==> src/rtl/spectrum_ram_arbiter.sv <==
// Shares RAM port A between the Z80 and the SPI loader; CPU wins contested slots, SPI is queued.
// Latency: grant->ram_* 1 clk, read data back 3 clk; backpressure: spi_full flag, drops set spi_ovf, wait_n stalls CPU.
module spectrum_ram_arbiter #(
  parameter int ADDR_W     = 16,
  parameter int DATA_W     = 8,
  parameter int FIFO_DEPTH = 4
) (
  input  logic              clk,
  input  logic              reset_n,
  input  logic              loading,
  input  logic              cpu_slot,
  input  logic              cpu_mreq,
  input  logic              cpu_we,
  input  logic [ADDR_W-1:0] cpu_addr,
  input  logic [DATA_W-1:0] cpu_wdata,
  output logic [DATA_W-1:0] cpu_rdata,
  output logic              cpu_wait_n,
  input  logic              spi_wr,
  input  logic              spi_rd,
  input  logic [ADDR_W-1:0] spi_addr,
  input  logic [DATA_W-1:0] spi_wdata,
  output logic [DATA_W-1:0] spi_rdata,
  output logic              spi_rvalid,
  output logic              spi_full,
  output logic              spi_ovf,
  output logic              ram_we,
  output logic [ADDR_W-1:0] ram_addr,
  output logic [DATA_W-1:0] ram_din,
  input  logic [DATA_W-1:0] ram_dout
);

  localparam int PTR_W = (FIFO_DEPTH > 1) ? $clog2(FIFO_DEPTH) : 1;
  localparam logic [PTR_W:0] FULL_CNT = (PTR_W+1)'(FIFO_DEPTH);

  typedef struct packed {
    logic              we;
    logic [ADDR_W-1:0] addr;
    logic [DATA_W-1:0] data;
  } spi_req_t;

  typedef enum logic [1:0] {
    TAG_NONE = 2'd0,
    TAG_CPU  = 2'd1,
    TAG_SPI  = 2'd2
  } tag_t;

  spi_req_t         fifo_mem [FIFO_DEPTH];
  logic [PTR_W-1:0] wr_ptr;
  logic [PTR_W-1:0] rd_ptr;
  logic [PTR_W:0]   count;

  spi_req_t head;
  spi_req_t push_req_dat;
  logic     fifo_empty;
  logic     cpu_grant;
  logic     spi_grant;
  logic     push_req;
  logic     push_ok;
  logic     push_drop;

  tag_t tag0;
  tag_t tag1;

  // Pointers wrap naturally because FIFO_DEPTH is a power of two.
  always_comb begin
    fifo_empty        = (count == '0);
    spi_full          = (count == FULL_CNT);
    head              = fifo_mem[rd_ptr];
    cpu_grant         = cpu_slot & cpu_mreq & ~loading;
    spi_grant         = ~cpu_grant & ~fifo_empty;
    push_req          = spi_wr | spi_rd;
    push_ok           = push_req & (~spi_full | spi_grant);
    push_drop         = (push_req & ~push_ok) | (spi_wr & spi_rd);
    push_req_dat.we   = spi_wr;
    push_req_dat.addr = spi_addr;
    push_req_dat.data = spi_wdata;
  end

  always_ff @(posedge clk) begin
    if (push_ok) begin
      fifo_mem[wr_ptr] <= push_req_dat;
    end
  end

  always_ff @(posedge clk) begin
    if (!reset_n) begin
      wr_ptr  <= '0;
      rd_ptr  <= '0;
      count   <= '0;
      spi_ovf <= 1'b0;
    end else begin
      if (push_ok) begin
        wr_ptr <= wr_ptr + PTR_W'(1);
      end
      if (spi_grant) begin
        rd_ptr <= rd_ptr + PTR_W'(1);
      end
      case ({push_ok, spi_grant})
        2'b10:   count <= count + (PTR_W+1)'(1);
        2'b01:   count <= count - (PTR_W+1)'(1);
        default: count <= count;
      endcase
      if (push_drop) begin
        spi_ovf <= 1'b1;
      end
    end
  end

  // With no grant the address/data hold so the RAM sees a stable bus.
  always_ff @(posedge clk) begin
    if (!reset_n) begin
      ram_we   <= 1'b0;
      ram_addr <= '0;
      ram_din  <= '0;
      tag0     <= TAG_NONE;
      tag1     <= TAG_NONE;
    end else begin
      if (cpu_grant) begin
        ram_we   <= cpu_we;
        ram_addr <= cpu_addr;
        ram_din  <= cpu_wdata;
      end else if (spi_grant) begin
        ram_we   <= head.we;
        ram_addr <= head.addr;
        ram_din  <= head.data;
      end else begin
        ram_we   <= 1'b0;
      end
      if (cpu_grant && !cpu_we) begin
        tag0 <= TAG_CPU;
      end else if (spi_grant && !head.we) begin
        tag0 <= TAG_SPI;
      end else begin
        tag0 <= TAG_NONE;
      end
      tag1 <= tag0;
    end
  end

  // tag1 lines up with the cycle in which ram_dout is valid.
  always_ff @(posedge clk) begin
    if (!reset_n) begin
      cpu_rdata  <= {DATA_W{1'b1}};
      spi_rdata  <= '0;
      spi_rvalid <= 1'b0;
    end else begin
      spi_rvalid <= (tag1 == TAG_SPI);
      if (tag1 == TAG_CPU) begin
        cpu_rdata <= ram_dout;
      end
      if (tag1 == TAG_SPI) begin
        spi_rdata <= ram_dout;
      end
    end
  end

  // The CPU resumes only once every queued load request has left the arbiter.
  always_ff @(posedge clk) begin
    if (!reset_n) begin
      cpu_wait_n <= 1'b1;
    end else if (loading) begin
      cpu_wait_n <= 1'b0;
    end else if (fifo_empty && (tag0 != TAG_SPI) && (tag1 != TAG_SPI)) begin
      cpu_wait_n <= 1'b1;
    end
  end

endmodule
==> config.mk <==
export PLATFORM = sky130hd
export DESIGN_NAME = spectrum_ram_arbiter
export DESIGN_NICKNAME = d
export VERILOG_FILES = /design/src/rtl/spectrum_ram_arbiter.sv
export SDC_FILE = /design/constraint.sdc
export NUM_CORES = 1
export LEC_CHECK = 0
export CAP_MARGIN = 20
export CORE_MARGIN = 2
export CORE_UTILIZATION = 30
export DETAILED_ROUTE_END_ITERATION = 10
export DONT_BUFFER_PORTS = 1
export PLACE_DENSITY = 0.48
export SYNTH_ARGS = -nofsm -noshare
export SYNTH_HDL_FRONTEND = slang
export SYNTH_SLANG_ARGS = --single-unit
==> constraint.sdc <==
create_clock -name clk -period 3.3 [get_ports clk]
set_input_delay 0.66 -clock clk [delete_from_list [all_inputs] [get_ports clk]]
set_output_delay 0.66 -clock clk [all_outputs]
set_load 0.01 [all_outputs]
* Yosys cells after proc, flatten, opt, wreduce, memory -nomap -nowiden
Memories as Yosys holds them, arrays and structs flattened. A register that Yosys moved wholly into a read port is not among the register bits.
Cells that the tools add are included.
** Operators by class
- Multipliers :: 0
- Divide/modulo/power cells :: 0
- Add/subtract/negate cells :: 4
- Reduce and logical (&&, ||, !) cells :: 11
- Muxes and demuxes :: 15
- Equal/unequal tests :: 7
- Bitwise operators :: 15
- Shift operators :: 0
- Magnitude comparators :: 0
** Operators by type and width (count)
- $mux W16 :: 2
- $mux W8 :: 2
- $mux W1 :: 7
- $and A1 B1 Y1 :: 6
- $mux W2 :: 3
- $not A1 Y1 :: 6
- $pmux W3 S2 :: 1
- $reduce_bool A2 Y1 :: 3
- $add A2 B1 Y2 const B :: 2
- $eq A2 B1 Y1 const B :: 2
- $eq A2 B2 Y1 const B :: 2
- $logic_and A1 B1 Y1 :: 4
- $ne A2 B2 Y1 const B :: 2
- $add A3 B1 Y3 const B :: 1
- $eq A3 B3 Y1 const B :: 1
- $logic_not A3 Y1 :: 1
- $or A1 B1 Y1 :: 3
- $sub A3 B1 Y3 const B :: 1
- $logic_not A1 Y1 :: 2
- $reduce_or A2 Y1 :: 1
** Word-level totals
- Output and inout port bits :: 45
- Bits in registers :: 55
- Word-level logic and storage cells :: 67
- Bits in latches :: 0
- Input port bits :: 64
- Bits in read-only memories :: 0
- Memory bits (writable) :: 100
- Memories :: 1
** Memories
- fifo_mem :: words 4, width 25, read ports 1, clocked after memory_dff 1, wr ports 1, line 47 : spi_req_t fifo_mem [FIFO_DEPTH];

* Logic depth before layout (Yosys ltp)
- Depth in word-level cells :: 9
- Gate-level depth with buffers :: 9
- Depth with buffers taken out :: 8

* Worst setup path after synthesis
Ideal clock, no wire load.
- Path type :: input -> register
- From :: in cpu_slot
- To :: reg count[1]
- Buffers on the path :: 1
- Data arrival time :: 2.503 ns
- Required time :: 3.214 ns
- Library setup time :: 0.086 ns
- Path slack :: 0.710 ns
- Cell stages on the path :: 9
- Cells stage by stage :: and3b_1 > buf_2 > nor2_2 > nand2_1 > fa_1 > or4b_1 > a21oi_1 > nor4bb_1 > a221oi_2
** On the way
- Cells in the longest elaborated chain, start to end :: 8
- Elaborated cells on any way between the ends :: 10
- Classes of those cells :: eq/ne: 2; mux: 1; bitwise: 6; reduce/logical: 1
** Ends and longest elaborated chain
- from (decl) :: line 11 : input logic cpu_slot,
- $and A1 B1 Y1 * (2 in a row) :: line 69 : cpu_grant = cpu_slot & cpu_mreq & ~loading;
- $not A1 Y1 * :: line 70 : spi_grant = ~cpu_grant & ~fifo_empty;
- $and A1 B1 Y1 * :: line 70
- $or A1 B1 Y1 :: line 72 : push_ok = push_req & (~spi_full | spi_grant);
- $and A1 B1 Y1 :: line 72
- $eq A2 B1 Y1 or $eq A2 B2 Y1 (tied branches) :: line 98 : case ({push_ok, spi_grant})
- $pmux W3 S2 or $reduce_bool A2 Y1 (tied branches)
- to (signal assigned) :: line 99 : 2'b10: count <= count + (PTR_W+1)'(1);
- to (signal assigned) :: line 100 : 2'b01: count <= count - (PTR_W+1)'(1);
- to (signal assigned) :: line 101 : default: count <= count;
- to (decl) :: line 50 : logic [PTR_W:0] count;
Every way passes the cells marked *; elsewhere a longest branch is shown, timed or not.
A chain may end at the register's enable or synchronous reset.

* Worst setup path after layout
- From :: reg count[2]
- To :: reg count[1]
** On the way
- Cells in the longest elaborated chain, start to end :: 7
- Elaborated cells on any way between the ends :: 11
- Classes of those cells :: eq/ne: 3; mux: 1; bitwise: 5; reduce/logical: 2
** Ends and longest elaborated chain
- $logic_not A3 Y1 :: line 66 : fifo_empty = (count == '0);
- $not A1 Y1 :: line 70
- $and A1 B1 Y1 :: line 70
- $or A1 B1 Y1 :: line 72
- $and A1 B1 Y1 :: line 72
- $eq A2 B1 Y1 or $eq A2 B2 Y1 (tied branches) :: line 98
- $pmux W3 S2 or $reduce_bool A2 Y1 (tied branches)
Parallel ways exist; a longest one is shown, timed or not.

==> results.json <==
{
  "outcome": "completed",
  "required_ps": 3630,
  "final_hold_viol_count": 0,
  "post-dp-hpwl_um": 8744,
  "drt_wl_total_um": 13520,
  "max_slew_violations": 0,
  "cts.path.max_buffers": 2,
  "drv_cap": 0,
  "power_switching_mw": 1.739,
  "ir_drop_v": 0.0003189,
  "multiInputGateArea_sq_mm": 0.001792,
  "vias": 3457,
  "power.combinational.fraction_pct": 20.6,
  "average_wire_length_per_cell_after_detail_routing_um": 18.75,
  "drt-pass1-iter-count": 4,
  "cts_inserted_buffers": 17,
  "layout.area.seq_sq_mm": 0.004145,
  "timing.critical_path.from": "count[2]",
  "grt_antenna_before_repair": 2,
  "maximum_number_of_pins_on_one_net_before_global_route_repair": 62,
  "post_cts_resized": 0,
  "num_rows": 52,
  "max_freq_mhz": 408.2,
  "n_antenna_cell": 0,
  "synth_seq_area_share_pct": 67.76,
  "number_of_global_route_vias_before_repair": 3563,
  "globalRouteTotalUtil_pct": 12.85,
  "die_area_sq_mm": 0.02154,
  "critPathKind": "reg -> reg",
  "design.portCount": 109,
  "synthesis.nets": 507,
  "path_max_fanout": 9,
  "period_needed_ps": 2450,
  "p_int_mw": 3.883,
  "finalWorstSetupSlack_ps": 850.3,
  "highest_routed_layer": "met5",
  "globalRoute.totalOverflow": 0,
  "initial_utilization_pct": 30.42,
  "tritoncts_num_sinks": 157,
  "data_arrival_critical_path_ps": 2780,
  "drt_drc_violations_left": 0,
  "fin_tns_setup_ps": 0,
  "layout_worst_path_cycle_share_pct": 74.23,
  "core-area_sq_mm": 0.02010,
  "hold_buffers": 0,
  "power.density_mw_per_mm2": 812.4,
  "pnr_total_power_mw": 5.622,
  "netlist.top_cell.by_area": "sky130_fd_sc_hd__edfxtp_1",
  "post_cts_setup_repair_bufs": 0,
  "die_width_um": 146.8,
  "max_slew.worst_pin.slew_ps": 561.0,
  "endpoint_kind": "register",
  "post_synthesis_instance_area_sq_mm": 0.006116,
  "final_cells": 721,
  "vias_per_cell": 4.795,
  "grt_setup_unrepaired": "false",
  "clkLatencyLatePin_ps": 420,
  "routabilityCongestion": 0.7761,
  "clock_edge_transition_at_the_registers_on_the_reported_setup_and_hold_paths_ps": 60,
  "worst_hold_startpoint": "cpu_we",
  "skew_ps": 12.40,
  "syn_area_per_cell_sq_um": 13.96,
  "share_seq_of_total_power_pct": 47.5,
  "global_route_wire_length_before_repair_um": 20600,
  "setup-violations-final": 0,
  "wl_met3_um": 1143,
  "hold_class": "in -> reg",
  "fp.dieH_um": 146.8,
  "syn-instance-count": 438,
  "clock_tree_from_tritoncts": "done",
  "io_buffer_count": 0,
  "leakage_nw": 2.306,
  "post-place-ws_ps": 660.3,
  "drt-initial-drc-count": 203,
  "swShare_pct": 30.94,
  "fillCellCount": 1935,
  "yosys.cell_types.count": 44,
  "utilization_of_the_core_after_routing_pct": 34.42,
  "nNetsFinal": 507,
  "cell_total_after_placement": 689,
  "drive_above_1_share_pct": 16.63,
  "start_kind": "register",
  "worst_r2r_startpoint": "count[2]",
  "route.antenna.remaining_nets": 0,
  "max_slew_margin_pct": 62.52,
  "cts-htree-levels": 4,
  "wl_met1_um": 5573,
  "synth.ff_latch_count": 157,
  "power.clock.fraction_pct": 31.9,
  "clock-root-buffer": "sky130_fd_sc_hd__clkbuf_16",
  "met2_wirelength_um": 6630,
  "synthToLayoutAreaGrowth_pct": 13.15,
  "synth_top_area_share_pct": 49.10,
  "post_synth_main_area_contributors": "sky130_fd_sc_hd__edfxtp_1 49%, sky130_fd_sc_hd__dfxtp_1 19%, sky130_fd_sc_hd__mux4_2 9.2%, sky130_fd_sc_hd__a21oi_1 4.1%, sky130_fd_sc_hd__nand2_1 4.0%",
  "yosys_warnings": 0
}
## routing by layer
metal  GRT usage (%)  up-vias
met4           4.903        4
li1                -     1614
met3           5.714       18
met5               0        -
met2           20.89       92
met1           15.02     1729
## sequential cells by signal, summed over array words and instances, names as in the netlist, named ones only
name        cells
cpu_rdata       8
count           3
fifo_mem      100
wr_ptr          2
cpu_wait_n      1
ram_din         8
rd_ptr          2
spi_rdata       8
tag1            2
spi_ovf         1
spi_rvalid      1
ram_we          1
tag0            2
ram_addr       16
## stage by stage
step                hold slack, ps  instance area [sq um]
finish                       313.1                   6920
global route                 297.8                   6920
CTS                          290.6                   6920
detailed placement           452.9                   6380
global placement             446.1                   6380
floorplan                    420.4                   6116
## kinds of logic after synthesis
family / count (synthesis) / share of synthesized area (%)
XOR/XNOR: 4 / 0.5729
adder cells (fa/ha/maj): 5 / 1.146
multiplexers: 26 / 9.370
flip-flops: 157 / 67.76
AO/OA/AOI/OAI: 95 / 8.879
buffers and inverters: 35 / 2.946
AND/OR/NAND/NOR: 116 / 9.329
## worst paths after layout
check                           endpoint  slack, ps  cells past startpoint
worst max-delay path            count[1]        850                      8
worst min-delay path             tag0[0]        310                      1
worst max register to register  count[1]        850                      8
worst min register to register   tag1[0]        460                      1
## Yosys cell counts (all sizes together)
master and n:
or4b 1, a22oi 1, nand2b 3, edfxtp 100, nand3b 1, a32oi 1, a21oi 50, or3 2
nand4b 1, xor2 1, a21boi 8, buf 17, nand3 12, o31a 1, nor2b 5, mux4 25
or2 1, o21ai 27, and3b 1, nand4 2, and3 1, inv 4, clkbuf 14, and2 12
mux2i 1, fa 1, o211ai 3, nor3 1, ha 4, a221oi 1, a31oi 2, xnor2 3
dfxtp 57, nand2 65, o21a 1, nor2 6, nor3b 1, nor4bb 1
## power by group through the flow
stage               clock network [mW]  registers (mW)  logic [mW]
floorplan                            0            2.59        1.01
global placement                     0            2.71        1.19
detailed placement                   0            2.72        1.20
CTS                               1.85            2.68        1.20
global route                      1.92            2.71        1.31
finish                            1.79            2.67        1.16
## cell usage in the layout (no fill, tap or decap), types with 2 or more instances in the layout
master                       count
sky130_fd_sc_hd__a21boi_0        8
sky130_fd_sc_hd__a21oi_1        50
sky130_fd_sc_hd__and2_1         12
sky130_fd_sc_hd__buf_4          12
sky130_fd_sc_hd__clkbuf_1        2
sky130_fd_sc_hd__clkbuf_16      17
sky130_fd_sc_hd__clkinv_4        2
sky130_fd_sc_hd__clkinvlp_4      4
sky130_fd_sc_hd__dfxtp_1        56
sky130_fd_sc_hd__edfxtp_1      100
sky130_fd_sc_hd__ha_1            4
sky130_fd_sc_hd__inv_1           4
sky130_fd_sc_hd__inv_6           5
sky130_fd_sc_hd__mux4_2         25
sky130_fd_sc_hd__nand2_1        65
sky130_fd_sc_hd__nand2b_1        3
sky130_fd_sc_hd__nand3_1        11
sky130_fd_sc_hd__nand4_1         2
sky130_fd_sc_hd__nor2_1          3
sky130_fd_sc_hd__nor2_2          3
sky130_fd_sc_hd__nor2b_1         5
sky130_fd_sc_hd__o211ai_1        3
sky130_fd_sc_hd__o21ai_0        25
sky130_fd_sc_hd__o21ai_1         2
sky130_fd_sc_hd__or3_1           2
sky130_fd_sc_hd__xnor2_1         3
## layout make-up
type / count / area share [%]
flip-flops and latches: 157 / 59.90
clock buffers: 19 / 6.256
clock inverters: 13 / 1.555
multi-input cells: 246 / 25.89
inverters: 4 / 0.2170
well taps: 270 / 4.882
repair buffers: 12 / 1.302
## worst max-delay path, cell delays in order (launching register included)
cell	delay, ps
sky130_fd_sc_hd__dfxtp_1	600
sky130_fd_sc_hd__nor3_4	100
sky130_fd_sc_hd__nor2_2	180
sky130_fd_sc_hd__nand2_1	90
sky130_fd_sc_hd__fa_1	490
sky130_fd_sc_hd__or4b_1	480
sky130_fd_sc_hd__a21oi_1	170
sky130_fd_sc_hd__nor4bb_1	80
sky130_fd_sc_hd__a221oi_2	170
No activity file was read; power rests on OpenSTA's default activity.
